`src/rtl/nibble_serializer.sv`:
```
// rtl/nibble_serializer.sv - 4-bit parallel-to-serial framer with registered outputs
// Optional even-parity trailer bit: define NIBBLE_SERIALIZER_PARITY_EN.

module nibble_serializer #(
    parameter bit MSB_FIRST = 1'b1
) (
    input  logic       CLK,
    input  logic       RST,
    input  logic [3:0] Din,
    input  logic       Ld,
    output logic       Rdy,
    output logic       Sout,
    output logic       Sval,
    output logic       Frm,
    output logic       Last
);

`ifdef NIBBLE_SERIALIZER_PARITY_EN
    typedef enum logic [1:0] {
        IDLE  = 2'd0,
        SHIFT = 2'd1,
        PAR   = 2'd2
    } state_t;
`else
    typedef enum logic [1:0] {
        IDLE  = 2'd0,
        SHIFT = 2'd1
    } state_t;
`endif

    state_t     state_q, state_d;
    logic [3:0] shreg_q, shreg_d;
    logic [1:0] cnt_q, cnt_d;
    logic       rdy_q, rdy_d;
    logic       sout_q, sout_d;
    logic       sval_q, sval_d;
    logic       frm_q, frm_d;
    logic       last_q, last_d;
`ifdef NIBBLE_SERIALIZER_PARITY_EN
    logic       par_q, par_d;
`endif

    function automatic logic head_bit(input logic [3:0] s);
        return MSB_FIRST ? s[3] : s[0];
    endfunction

    always_comb begin
        state_d = state_q;
        shreg_d = shreg_q;
        cnt_d   = cnt_q;
`ifdef NIBBLE_SERIALIZER_PARITY_EN
        par_d   = par_q;
`endif
        case (state_q)
            IDLE: begin
                if (Ld) begin
                    shreg_d = Din;
                    cnt_d   = 2'd0;
                    state_d = SHIFT;
`ifdef NIBBLE_SERIALIZER_PARITY_EN
                    par_d   = ^Din;
`endif
                end
            end
            SHIFT: begin
                cnt_d   = cnt_q + 2'd1;
                shreg_d = MSB_FIRST ? {shreg_q[2:0], 1'b0} : {1'b0, shreg_q[3:1]};
                if (cnt_q == 2'd3) begin
`ifdef NIBBLE_SERIALIZER_PARITY_EN
                    state_d = PAR;
`else
                    state_d = IDLE;
`endif
                end
            end
`ifdef NIBBLE_SERIALIZER_PARITY_EN
            PAR: begin
                state_d = IDLE;
            end
`endif
            default: begin
                state_d = IDLE;
            end
        endcase
    end

    // Outputs are decoded from the next-state values so that they come straight from flops
    always_comb begin
        rdy_d  = 1'b1;
        sval_d = 1'b0;
        sout_d = 1'b0;
        frm_d  = 1'b0;
        last_d = 1'b0;
        case (state_d)
            SHIFT: begin
                rdy_d  = 1'b0;
                sval_d = 1'b1;
                sout_d = head_bit(shreg_d);
                frm_d  = (cnt_d == 2'd0);
`ifdef NIBBLE_SERIALIZER_PARITY_EN
                last_d = 1'b0;
`else
                last_d = (cnt_d == 2'd3);
`endif
            end
`ifdef NIBBLE_SERIALIZER_PARITY_EN
            PAR: begin
                rdy_d  = 1'b0;
                sval_d = 1'b1;
                sout_d = par_d;
                last_d = 1'b1;
            end
`endif
            default: begin
                rdy_d  = 1'b1;
            end
        endcase
    end

    always_ff @(posedge CLK) begin
        if (!RST) begin
            state_q <= IDLE;
            shreg_q <= 4'd0;
            cnt_q   <= 2'd0;
            rdy_q   <= 1'b1;
            sout_q  <= 1'b0;
            sval_q  <= 1'b0;
            frm_q   <= 1'b0;
            last_q  <= 1'b0;
`ifdef NIBBLE_SERIALIZER_PARITY_EN
            par_q   <= 1'b0;
`endif
        end else begin
            state_q <= state_d;
            shreg_q <= shreg_d;
            cnt_q   <= cnt_d;
            rdy_q   <= rdy_d;
            sout_q  <= sout_d;
            sval_q  <= sval_d;
            frm_q   <= frm_d;
            last_q  <= last_d;
`ifdef NIBBLE_SERIALIZER_PARITY_EN
            par_q   <= par_d;
`endif
        end
    end

    assign Rdy  = rdy_q;
    assign Sout = sout_q;
    assign Sval = sval_q;
    assign Frm  = frm_q;
    assign Last = last_q;

endmodule

```
`config.mk`:
```
export PLATFORM = sky130hd
export DESIGN_NAME = nibble_serializer
export DESIGN_NICKNAME = d
export VERILOG_FILES = /design/src/rtl/nibble_serializer.sv
export SDC_FILE = /design/constraint.sdc
export NUM_CORES = 1
export LEC_CHECK = 0
export CAP_MARGIN = 20
export CORE_AREA = 2 2 39 41
export DETAILED_ROUTE_END_ITERATION = 7
export DIE_AREA = 0 0 41 43
export PLACE_DENSITY = 0.72
export SLEW_MARGIN = 10
export SYNTH_ARGS = -nofsm -noshare
export SYNTH_HDL_FRONTEND = slang
export SYNTH_SLANG_ARGS = --single-unit
```
`constraint.sdc`:
```
create_clock -name CLK -period 1.5 [get_ports CLK]
set_input_delay 0.45 -clock CLK [delete_from_list [all_inputs] [get_ports CLK]]
set_output_delay 0.45 -clock CLK [all_outputs]
set_load 0.02 [all_outputs]
```
After elaboration in Yosys (flattened, before gate mapping)
Cells that the tools add are included.
Storage, ports and cells
  RAM bits: 0
  latch bits: 0
  memories: 0
  input bits: 7
  logic and storage cells: 29
  bits in read-only memories: 0
  output and inout port bits: 5
  register bits after elaboration: 13
Operators by class
  reduce and logical (&&, ||, !) cells: 5
  shifts and indexed selects: 0
  multiplexer cells: 9
  $lt $le $gt $ge: 0
  equality and inequality tests: 5
  multiply operators: 0
  div/mod/pow operators: 0
  $add $sub $neg: 1
  bitwise logic cells: 0
Operators with widths (count)
  2-bit one-hot mux with 2 select lines: 2
  4-bit one-hot mux with 2 select lines: 1
  2-bit 2-to-1 mux: 3
  2-bit by 1-bit == test with 1-bit output, second input constant: 2
  2-bit == test, second input constant: 2
  2-bit logical NOT: 2
  4-bit 2-to-1 mux: 1
  2-bit AND reduction: 2
  2-bit by 1-bit adder with 2-bit output, second input constant: 1
  1-bit 2-to-1 mux: 2
  2-bit != test, second input constant: 1
  2-bit nonzero test: 1

Logic depth before layout (Yosys ltp)
Gate-level depths: netlist of the first run.
  depth in word-level cells: 5
  mapped depth: 5
  mapped depth without buffers: 5

Least setup slack after synthesis of the first run
OpenSTA, ideal clock, no wires.
  path kind: input-to-reg
  start: in Din[3]
  end: reg sout_q, in the netlist Sout
  data arrival time: 1048 ps
  data required time: 1381 ps
  buffers on the path: 0
  slack: 333 ps
  stages on the path: 3
  setup time: 119 ps
  cell sequence: or4b_4 -> o221ai_2 -> nor2_1
Between the ends
  word-level cells in the longest chain between the ends: 2
Ends and longest elaborated chain
  from (decl): line 9  | input logic [3:0] Din,
  4-bit 2-to-1 mux: line 56  | if (Ld) begin
  4-bit one-hot mux with 2 select lines: line 54  | case (state_q)
  to (signal assigned): line 138  | sout_q <= sout_d;
  to (decl): line 35  | logic sout_q, sout_d;
Every way passes these cells. The select of a mux whose other input is x is not followed.
A chain may end at the register's enable or synchronous reset.

Final worst setup path of the first run
  start: in Ld
  end: reg sout_q, in the netlist Sout
Between the ends
  word-level cells in the longest chain between the ends: 4
  elaborated cells between the ends (all ways): 6
  classes of those cells: eq/ne (1); mux (4); reduce/logical (1)
Ends and longest elaborated chain
  from (decl): line 10  | input logic Ld,
  2-bit 2-to-1 mux: line 56
  2-bit one-hot mux with 2 select lines: line 54
  2-bit by 1-bit == test with 1-bit output: line 94  | case (state_d)
  2-bit AND reduction (no source line)
Several ways; a longest one is shown, not always the timed one. The select of a mux whose other input is x is not followed.

==> summary.md, run 1 <==
Of all nets on the critical path, the largest fanout is 3. The run gives 12 as the number of primary I/O pins. The logs give 1 for the maximum level of the CTS H-tree and 0 for the number of buffers inserted to repair setup after CTS. The startpoint identified for the worst register-to-register timing path is state_q[1]$_SDFF_PN0_. The upper clock frequency limit was 720 MHz; the post-synthesis xor/xnor area fraction was 0%. In the detailed route, the total length drawn on met3 is 32 um.

Setup repair after global routing left no endpoint under its margin. By area, the combinational part of the netlist is dominated by simple AND/OR/NAND/NOR gates. In this run, CTS created clock tree buffers numbering 3. The leakage power was 0.276 nW. The die area is 1760 sq um. For the number of global-route vias before repair, the log shows 365. For the internal portion of total power, the log shows 508 uW. Registers take 260 sq um. Summed over all nets, the switching power comes to 153 uW. Counting flops and latches in the post-synthesis netlist gives 13. IR analysis of the VDD net gives a maximum drop of 0.479 mV. For the count of synthesis-stage warnings from yosys, the log shows 0. The tools report the type of origin of the critical path as an input port. The chip width was 41 um; the data arrival at the endpoint of the critical path was 1.55 ns. Detailed routing inserted a total of 379 vias. The worst register-to-register path has a depth of 3. The count of cell instances traversed by the critical path is 4, and the average instance area after synthesis is 10.3 sq um.

Summed over all nets, the half-perimeter wirelength after detailed placement is 670 um. The congestion estimate from routability-driven global placement came to 0.818. The logs give 0.27 ns for the clock latency on the worst-skew pair and 0.522 ns for the minimum hold slack.

Synthesis produced a netlist whose cell count is 48. The routed design could run at a clock period as short as 1.39 ns. Clock-pin transition on the worst setup and hold timing paths: 0.08 ns. Sort of element at the end of the critical path: a flip-flop. Among all stages on the critical path, the largest delay is contributed by clkdlybuf4s50_1. The count of final hold-check violations was 0. After detailed routing, the number of remaining DRC violations is 0.

The initial antenna violation count was 0. Top routing layer in use: met4. The critical path is of the input port to flip-flop type.

Following the worst setup path forward leads to its endpoint at Sout$_SDFF_PN0_. In the global route stage, overall resource usage came out at 12.9%. The first detailed-routing pass took 3 iterations.

Synthesis produced a netlist with a net count of 56. After the last flow step, the layout net total stands at 73. The logs give 56.2% for the part of the power in registers and 2 for the worst-case clock buffer depth. Combined buffer and inverter count along the critical path: 1. Summing all multi-input logic gate instances after layout gives 214 sq um. The standard-cell row count is 14, and the max capacitance violation total is 0. The residual antenna-violating net count after detailed routing is 0, and the layout cell share with drive strength beyond 1 is 15.6%. After layout, the design draws a total of 661 uW. Per report_power, the combinational group accounts for 11.7% of the total. Entering global routing, the biggest net connects 10 pins. The first global-routing pass estimated 1.45 mm of wire. The initial utilization of the core area, before any placement, comes to 35.9%.

The leading cell type in the layout, fill and taps excluded was dfxtp_1. In the layout the commonest cells are 13 x dfxtp_1, 6 x clkdlybuf4s50_1, 5 x nor2b_1, 5 x dlygate4sd2_1, 4 x a21oi_1. The total grt overflow is 0, and the proportion of total power due to net switching is 23.2%. STA puts the critical path data required time at 1.66 ns. The tools report the wire length reported by the detailed router as 877 um. From synthesis to final layout, the design area changed by 31.0%. Of the post-synthesis cell area, the part taken by muxes is 0%. The first routing iteration left 2 violations. The buffer cell driving the clock tree root was clkbuf_4. The share of synthesized cell area in full adder, half adder and majority cells is 2.52%, and the total negative slack is 0 ns. Class of the most critical hold timing path: flip-flop to flip-flop. The run gives 441 um as the met1 layer wirelength in the final routing.

TritonCTS built the clock tree. Measured along the y axis, the die boundary spans 43 um. In this design, the stage delay of the slowest critical-path cell is 0.49 ns. The repair_antennas step left the layout with diodes totalling 0. Traced cell by cell, the critical path runs through clkdlybuf4s50_1, or4b_4, o221ai_2, nor2_1.

Setup violations remaining at the end of the flow were counted as 0. The core region area is 1380 sq um, and the synthesized-area fraction occupied by ao, oa, aoi and oai cells is 18.4%. The kind of cell with the highest combined delay along the critical path is simple AND/OR/NAND/NOR gates. Tracing the worst setup path back leads to its startpoint at Ld. The routed via count divided by cell count works out to 4.74. Buffers placed on the I/O ports in this run total 11. Detail-routed net length per standard cell: 11.0 um. The flow ran to the end, and the final reports show no timing, DRC or antenna violations. Wire segments on met2 add up to 383 um in the final route. The synthesized netlist devotes 21.4% of its cell area to simple gates. The number of library cell types mapped by synthesis came out at 22. For this design the ratio of total power to cell area is 1020 nW/um^2. The final critical path takes up 92.6% of the cycle. Counting the fill cells in the layout gives 139. In this run the critical register-to-register path is captured at Sout$_SDFF_PN0_.

Slack of the worst reg-to-reg path: 0.31 ns. The tools report the summed instance area of the synthesized netlist as 497 sq um. The run gives 52.4% as the register area share after synthesis. The final max-slew violation count was 0. The clock sink count is 13, and the setup clock skew after layout is 0.00189 ns.

The tools report the share of total power in the clock network as 32.1%.
-- worst min-delay path, stage by stage (launching register included) --
cell and delay, ns:
dfxtp_1 0.34, nand2b_1 0.08, a21oi_1 0.06
-- cells by family (layout without fill, tap and decap cells) --
kind of cell | count (synthesis) | in the layout
buf+inv | 4 | 20
compound gates | 13 | 13
simple gates | 16 | 16
other cells | 1 | 1
flops | 13 | 13
fa+ha+maj | 1 | 1
-- metal layers --
layer	up-vias	track usage, %
met5	-	0
met4	0	12.7
met3	2	5.24
met2	8	15.0
met1	167	16.5
li1	202	-
-- area by class of cell --
class / count / area share, %
Timing Repair Buffer: 13 / 18.3
Tap cell: 16 / 3.08
Sequential cell: 13 / 40.0
Multi-Input combinational cell: 31 / 32.9
Clock buffer: 4 / 4.04
Inverter: 3 / 1.73
-- repair_timing --
| item | in CTS | in global routing |
|---|---|---|
| endpoints found under the setup margin | 5 | 0 |
| hold buffers | 0 | 0 |
| resized for setup | 5 | 0 |
-- stage by stage --
stage                     cells  cell area, sq um  worst slack (ns)  util (%)
after detailed placement     76               631            -0.178      45.6
after global placement       76               631            -0.155      45.6
final                        80               651             0.110      47.0
after floorplan              48               497             0.333         -
after CTS                    80               651             0.117      47.0
after global routing         80               651            0.0791      47.0
-- flip-flops by register name, indices dropped and copies added, names as in the netlist --
signal,count
shreg_q,4
cnt_q,2
state_q,2
Frm,1
Rdy,1
Sval,1
Sout,1
Last,1
-- worst min path at each step --
stage | startpoint | end | slack (ns) | depth (start not counted)
final | cnt_q[0]$_SDFF_PN0_ | Frm$_SDFF_PN0_ | 0.52 | 2
after global routing | cnt_q[0]$_SDFF_PN0_ | Frm$_SDFF_PN0_ | 0.55 | 2
after CTS | cnt_q[0]$_SDFF_PN0_ | Frm$_SDFF_PN0_ | 0.52 | 2
after detailed placement | shreg_q[0]$_SDFFE_PN0P_ | shreg_q[0]$_SDFFE_PN0P_ | 0.51 | 2
after global placement | cnt_q[0]$_SDFF_PN0_ | Frm$_SDFF_PN0_ | 0.50 | 2
after floorplan | shreg_q[0]$_SDFFE_PN0P_ | shreg_q[0]$_SDFFE_PN0P_ | 0.48 | 2
-- cell usage after synthesis --
cell / instances / area, sq um
a21oi_1: 4 / 20.0
a22oi_1: 1 / 7.51
a32oi_1: 1 / 8.76
and3_1: 2 / 12.5
and3_4: 1 / 11.3
buf_6: 1 / 11.3
conb_1: 1 / 3.75
dfxtp_1: 13 / 260
ha_1: 1 / 12.5
inv_1: 3 / 11.3
nand2_1: 1 / 3.75
nand2b_1: 2 / 12.5
nor2_1: 2 / 7.51
nor2b_1: 5 / 31.3
nor3b_1: 1 / 7.51
o21ai_0: 2 / 10.0
o21ba_2: 1 / 10.0
o21bai_1: 1 / 7.51
o221ai_2: 1 / 15.0
o22ai_1: 2 / 12.5
or2_2: 1 / 6.26
or4b_4: 1 / 13.8
-- power by group through the flow --
stage               sequential, mW  clock (mW)  combinational [mW]
finish                       0.371       0.212              0.0776
global route                 0.373       0.242              0.0851
CTS                          0.371       0.222              0.0779
detailed placement           0.380           0              0.0809
global placement             0.380           0              0.0798
floorplan                    0.382           0              0.0410
(Power assumes the default switching activity.)
==> run 2: changes to the inputs <==
--- a/config.mk
+++ b/config.mk
@@ -6,10 +6,11 @@
 export NUM_CORES = 1
 export LEC_CHECK = 0
 export CAP_MARGIN = 20
-export CORE_AREA = 2 2 39 41
+export CELL_PAD_IN_SITES_DETAIL_PLACEMENT = 1
+export CELL_PAD_IN_SITES_GLOBAL_PLACEMENT = 2
+export CORE_UTILIZATION = 27
 export DETAILED_ROUTE_END_ITERATION = 7
-export DIE_AREA = 0 0 41 43
-export PLACE_DENSITY = 0.72
+export PLACE_DENSITY_LB_ADDON = 0.08
 export SLEW_MARGIN = 10
 export SYNTH_ARGS = -nofsm -noshare
 export SYNTH_HDL_FRONTEND = slang
==> run 2 against run 1 <==
  * Worst setup slack lost 0.026 ns
  * Non-clock buffer count is the same
  * Clock skew shrank 0.00090 ns
  * Final cell count grew 11%
  * Clock power is essentially flat
  * Maximum frequency shrank 1.8%
  * Hold slack gained 0.013 ns
  * Combinational power grew 1%
  * Utilization shrank 8.7 points
  * Critical path depth is the same
==> summary.md, run 2 (synthesis gave the netlist of run 1 again) <==
The flow ran to the end, and the final reports show no timing, DRC or antenna violations. The completed layout was analyzed and its total power is 663 uW. Wires add up to 1.08 mm. The chip width is 44.9 um. The layout has 208 filler cells.

After detailed placement, the total cell area comes to 642 sq um. The tools report the launching point of the worst reg2reg path as state_q[0]$_SDFF_PN0_. The standard-cell row count came out at 15. Clock-pin slew was measured on the worst setup and hold paths at 0.08 ns. The total area inside the core boundary comes to 1730 sq um. The max capacitance violation total was 0. The final max-slew violation count is 0. The all-layer global routing usage was 13.0%. Leaving out fill and tap cells, the most frequent cells in the layout are 13 x dfxtp_1, 6 x clkdlybuf4s50_1, 5 x nor2b_1, 5 x dlygate4sd2_1, 4 x a21oi_1.

Entering global routing, the biggest net connects 10 pins. The worst setup path is launched from an input port. The slowest library cell on the worst path was clkdlybuf4s50_1. The register with the most flip-flops in the layout has 4 of them.

Setup repair after global routing left no endpoint under its margin. The tools report the worst-case clock buffer depth as 2. After layout, the worst path uses 94.4% of the clock period. Area taken by flip-flops and latches: 260 sq um. Detail-routed net length per standard cell: 12.1 um.

Number of antenna cells inserted: 0. The floorplan step set the die height to 44.9 um. In this run the most critical hold path is launched from cnt_q[0]$_SDFF_PN0_. STA classifies the critical path endpoint as a flip-flop. For hold timing, the worst endpoint is Frm$_SDFF_PN0_.

Summed over all nets, the half-perimeter wirelength after detailed placement is 840 um. The later pin in the worst-skew pair is clocked with a latency of 0.27 ns. The logs give 2020 sq um for the die area and 2 for the number of search-and-repair iterations in the first detailed-routing pass. The count of final hold-check violations is 0, and the worst-path maximum fanout is 4. 12 I/O pins were placed.

The buffer cell driving the clock tree root was clkbuf_4. In the final layout, the registers with the most flip-flops are shreg_q (4), cnt_q (2), state_q (2). The path class of the tightest hold or removal check is flip-flop to flip-flop. The tools report the area taken by multi-input logic gates as 214 sq um. The number of stages on the worst hold path is 2, and the total grt overflow is 0.

Traced cell by cell, the critical path runs through clkdlybuf4s50_1, or4b_4, o221ai_2, nor2_1. The critical path is of the input port to flip-flop type. Clock tree synthesis inserted a total of 3 buffers. The run gives 420 as the number of global-route vias before repair. The combined buffer and inverter count along the critical path was 1; the number of endpoints failing setup at the final stage was 0. The routed layout has 388 vias. The routed via count divided by cell count was 4.36; the detailed router's first-iteration violation count was 4. The wire length of the first global-routing pass is 1.81 mm. The leakage power was 0.276 nW. Data on the critical path is required at its endpoint by 1.66 ns.

The worst register-to-register path has a setup slack of 0.30 ns. The initial antenna violation count was 0; the number of buffers added on ports was 11. The residual antenna-violating net count after detailed routing came out at 0.

The biggest cell delay along the critical path came out at 0.51 ns. TritonCTS built the clock tree. The maximum level of the CTS H-tree is 1, and the layout cell share with drive strength beyond 1 is 15.6%. In this run, post-CTS hold repair placed 0 buffers. After routing the design area is 662 sq um. Relative to the synthesized area, the layout overhead comes to 33.2%. The cell family contributing the most delay on the critical path is simple AND/OR/NAND/NOR gates. Static timing analysis puts the maximum clock frequency at 707 MHz. The non-filler instance count after layout was 89; the clock sink count was 13. The routed design could run at a clock period as short as 1.42 ns. Across the VDD grid, the largest voltage drop is 0.428 mV.

The tools report the data arrival at the endpoint of the critical path as 1.58 ns. The logs give 0 for the number of buffers inserted to repair setup after CTS and 73 for the number of nets at the end of the flow. The setup clock skew after layout is 0.000990 ns, and the total instance count after detailed placement is 85.

The post-route DRC violation count came out at 0. The most critical setup path has its startpoint at Ld. The worst register-to-register path ends at Frm$_SDFF_PN0_.

The depth of the worst register-to-register path is 4, and the global placement routability congestion is 0.704. Once the floorplan was initialized, standard cells occupied 28.8% of the core. The cell area power density came out at 1000 nW/um^2. Leaving out fill and tap cells, the most frequent cell in the layout is dfxtp_1. shreg_q holds more flip-flops than any other register.
==> run 2: cell counts in the layout (fill, tap and decap cells not counted) <==
No cell type changed its count.
==> run 2: tightest hold or removal path, cell delays in order, from the launching register on <==
cell and delay (ns):
dfxtp_1 0.35, nand2b_1 0.08, a21oi_1 0.06
==> run 2: cell type report <==
| class | instances | share of cell area [%] |
|---|---|---|
| sequential | 13 | 39.3 |
| multi-input combinational | 31 | 32.3 |
| timing repair buffer | 13 | 18.0 |
| tap | 25 | 4.73 |
| clock buffer | 4 | 3.97 |
| inverter | 3 | 1.70 |
==> run 2: power by group <==
group          total (mW)  leakage [nW]  switching (mW)  internal, mW
Clock               0.212        0.0150           0.109         0.103
Combinational      0.0784         0.154          0.0342        0.0442
Sequential          0.373         0.107          0.0119         0.361
==> run 2: repair_timing <==
| item | in CTS | in global routing |
|---|---|---|
| resized for setup | 5 | 0 |
| endpoints found under the setup margin | 5 | 0 |
| hold endpoints to repair | 0 | 0 |
==> run 2: worst max-delay path by stage <==
stage / cells after the start / slack, ns / end
global placement: 4 / -0.20 / Sout$_SDFF_PN0_
finish: 4 / 0.08 / Sout$_SDFF_PN0_
global route: 4 / 0.05 / shreg_q[3]$_SDFF_PN0_
floorplan: 3 / 0.33 / Sout$_SDFF_PN0_
CTS: 4 / 0.09 / shreg_q[3]$_SDFF_PN0_
detailed placement: 4 / -0.21 / Sout$_SDFF_PN0_
==> run 2: routing by layer <==
layer / track usage [%] / routed length [um]
met3: 7.20 / 47
met2: 21.8 / 530
met5: 0 / 0
met4: 3.64 / 0
met1: 14.1 / 502
==> run 2: per-stage QoR <==
| stage | TNS [ns] | setup WS [ns] | hold WS [ns] | util [%] |
|---|---|---|---|---|
| finish | 0 | 0.0846 | 0.535 | 38.3 |
| global route | 0 | 0.0492 | 0.557 | 38.3 |
| CTS | 0 | 0.0852 | 0.535 | 38.3 |
| detailed placement | -1.07 | -0.209 | 0.523 | 37.2 |
| global placement | -0.823 | -0.200 | 0.498 | 37.2 |
| floorplan | 0 | 0.333 | 0.476 | - |
==> run 3: changes to the inputs <==
--- a/config.mk
+++ b/config.mk
@@ -10,7 +10,8 @@
 export CELL_PAD_IN_SITES_GLOBAL_PLACEMENT = 2
 export CORE_UTILIZATION = 27
 export DETAILED_ROUTE_END_ITERATION = 7
-export PLACE_DENSITY_LB_ADDON = 0.08
+export PLACE_DENSITY_LB_ADDON = 0.1
+export RECOVER_POWER = 50
 export SLEW_MARGIN = 10
 export SYNTH_ARGS = -nofsm -noshare
 export SYNTH_HDL_FRONTEND = slang
==> run 3 against run 2 <==
  * Critical endpoint is now shreg_q[3]$_SDFF_PN0_
  * Worst setup slack improved by 0.020 ns
  * Sequential power about the same
  * Combinational power decreased by 2%
  * Largest power group unchanged
==> summary.md, run 3 (synthesis gave the netlist of run 1 again) <==
The run finished with clean final reports. The cell sitting at the root of the clock tree is a clkbuf_4. Clock-pin slew was measured on the worst setup and hold paths at 0.09 ns.

On the worst path, the slowest cell contributes a delay of 0.49 ns. Clock tree synthesis inserted a total of 3 buffers. In this run the remaining antenna-violating nets after routing total 0.

The area growth from synthesis to layout is 32.5%. The number of buffers inserted to repair setup after CTS was 0; the layout cell share with drive strength beyond 1 was 12.5%. The smallest clock period supported by the final layout is computed as 1.40 ns.

The logs give 73 for the number of nets at the end of the flow and 0.27 ns for the clock latency on the worst-skew pair. The maximum level of the CTS H-tree is 1. The all-layer global routing usage was 13.7%. Leaving out fill and tap cells, the most frequent cells in the layout are 13 x dfxtp_1, 6 x clkdlybuf4s50_1, 5 x nor2b_1, 5 x dlygate4sd2_1, 4 x a21oi_1. The tools report the initial antenna violation count as 0. In this run, the number of DRC markers left after iteration 0 of detailed routing was 10. In the detailed route, the total length drawn on met2 is 505 um. Summed over all nets, the switching power comes to 167 uW. The number of buffers added on ports came out at 11. STA classifies the critical path startpoint as an input port. Class of the most critical hold timing path: flip-flop to flip-flop. The wire length of the first global-routing pass came out at 1.83 mm. Setup repair after global routing left no endpoint under its margin. The number of flip-flops under the largest register name was 4.

The library cell used most frequently in the layout, excluding fill and tap cells, is dfxtp_1. The largest registers in the layout are shreg_q (4), cnt_q (2), state_q (2). The combined buffer and inverter count along the critical path is 1, and the die area is 2020 sq um. The share of total power in the clock network came out at 33.1%. After detailed placement, the design holds a cell count of 85.

The worst-case IR drop observed on VDD is 0.364 mV. Once the clock tree was built, the resizer swapped 5 gates to a different size. The number of global-route vias before repair came out at 389. Entering global routing, the biggest net connects 10 pins. The global placement routability congestion was 0.724.

The worst setup path is of the input port to flip-flop kind. For this design the static power due to leakage is 0.278 nW. The run gives 28.8% as the effective utilization at floorplan. The final max-slew violation count came out at 0. The logs give 38.1% for the final core utilization and 1.11 mm for the wire length reported by the detailed router.

The family with the most delay on the worst path was simple AND/OR/NAND/NOR gates. The setup clock skew after layout is 0.00257 ns. The number of stages on the worst hold path works out to 2. TritonCTS built the clock tree.

The routed layout has 386 vias. Using the TritonRoute via totals, the vias-per-cell ratio works out to 4.34. The top register by number of flip-flops was shreg_q.

For this run, design rule violations remaining after detail routing come to 0. For this design, the CTS-stage hold fixing added 0 buffers. The depth of the worst register-to-register path works out to 4. Number of antenna cells inserted: 0. After detailed routing, the wire length on met1 is 543 um. The largest individual stage delay along the critical path comes from the cell clkdlybuf4s50_1. From bottom edge to top edge, the die measures 44.9 um. Pin placement for this block handled 12 I/O pins. For the worst setup path, the data required time is 1.67 ns. The internal power of the cells totals 506 uW.

Traced cell by cell, the critical path runs through clkdlybuf4s50_1, or4b_4, o221ai_2, nor2b_1. The total negative slack was 0 ns. The worst setup path is captured at a flip-flop.

In this run the core area contains 15 standard-cell rows. Measured along the x axis, the die boundary spans 44.9 um. For this design, the sink count on the clock tree is 13.

The count of final hold-check violations was 0. The logs give 89 for the non-filler instance count after layout and 1.56 ns for the data arrival at the endpoint of the critical path. The sum of met3 wire segment lengths after detailed routing was 43 um; the number of search-and-repair iterations in the first detailed-routing pass was 2. In this run, flip-flops and latches consume 55.4% of the power. For this run, the top clock speed supported by timing is 716 MHz. In this run the standard cell core region covers 1730 sq um.

After layout, the worst path uses 93.1% of the clock period. Max capacitance violation total: 0. Dividing total power by cell area gives a power density of 1020 nW/um^2. The critical path crosses 4 cells after its start point.

Dividing the detail-routed wire length by the instance count gives 12.4 um. Combinational cells account for 11.5% of the total power. The total grt overflow came out at 0. Setup violations remaining at the end of the flow were counted as 0. The half-perimeter wire length after detailed placement was 801 um.

Along the worst path, the maximum fanout reaches 3. The proportion of total power due to net switching works out to 24.8%. Top routing layer in use: met4.

The worst-case clock buffer depth is 2.
[run 3: area by class of cell]
cell class,count,area (sq um)
Fill cell,217,1070
Sequential cell,13,260
Multi-Input combinational cell,31,214
Timing Repair Buffer,13,115
Tap cell,25,31.3
Clock buffer,4,26.3
Inverter,3,11.3
[run 3: worst reg2reg max path: stages (launching register included)]
cell	delay, ns
dfxtp_1	0.50
o21ba_1	0.30
and3_4	0.23
inv_1	0.07
a21oi_1	0.10
[run 3: worst paths after layout]
kind / start / end / slack (ns)
setup reg to reg: state_q[0]$_SDFF_PN0_ / Frm$_SDFF_PN0_ / 0.25
hold / removal: shreg_q[0]$_SDFFE_PN0P_ / shreg_q[0]$_SDFFE_PN0P_ / 0.53
setup / recovery: Ld / shreg_q[3]$_SDFF_PN0_ / 0.10
hold reg to reg: shreg_q[0]$_SDFFE_PN0P_ / shreg_q[0]$_SDFFE_PN0P_ / 0.53
[run 3: routing by layer]
metal | track usage (%) | vias to the layer above
li1 | - | 196
met5 | 0 | -
met4 | 9.09 | 0
met1 | 16.5 | 178
met3 | 3.60 | 2
met2 | 21.5 | 10
[run 3: power by group through the flow]
stage	clock, mW	combinational [mW]	sequential (mW)
floorplan	0	0.0410	0.382
detailed placement	0	0.0824	0.381
global route	0.254	0.0853	0.375
CTS	0.230	0.0793	0.373
global placement	0	0.0817	0.381
finish	0.223	0.0770	0.373
[run 3: stage by stage]
step           area [sq um]  total power [mW]  setup WS (ns)  hold WS (ns)
6_report                658             0.673          0.104         0.535
5_1_grt                 658             0.714         0.0767         0.561
4_1_cts                 662             0.683         0.0997         0.547
3_5_place_dp            642             0.463         -0.190         0.518
3_3_place_gp            642             0.463         -0.171         0.508
2_1_floorplan           497             0.423          0.333         0.476
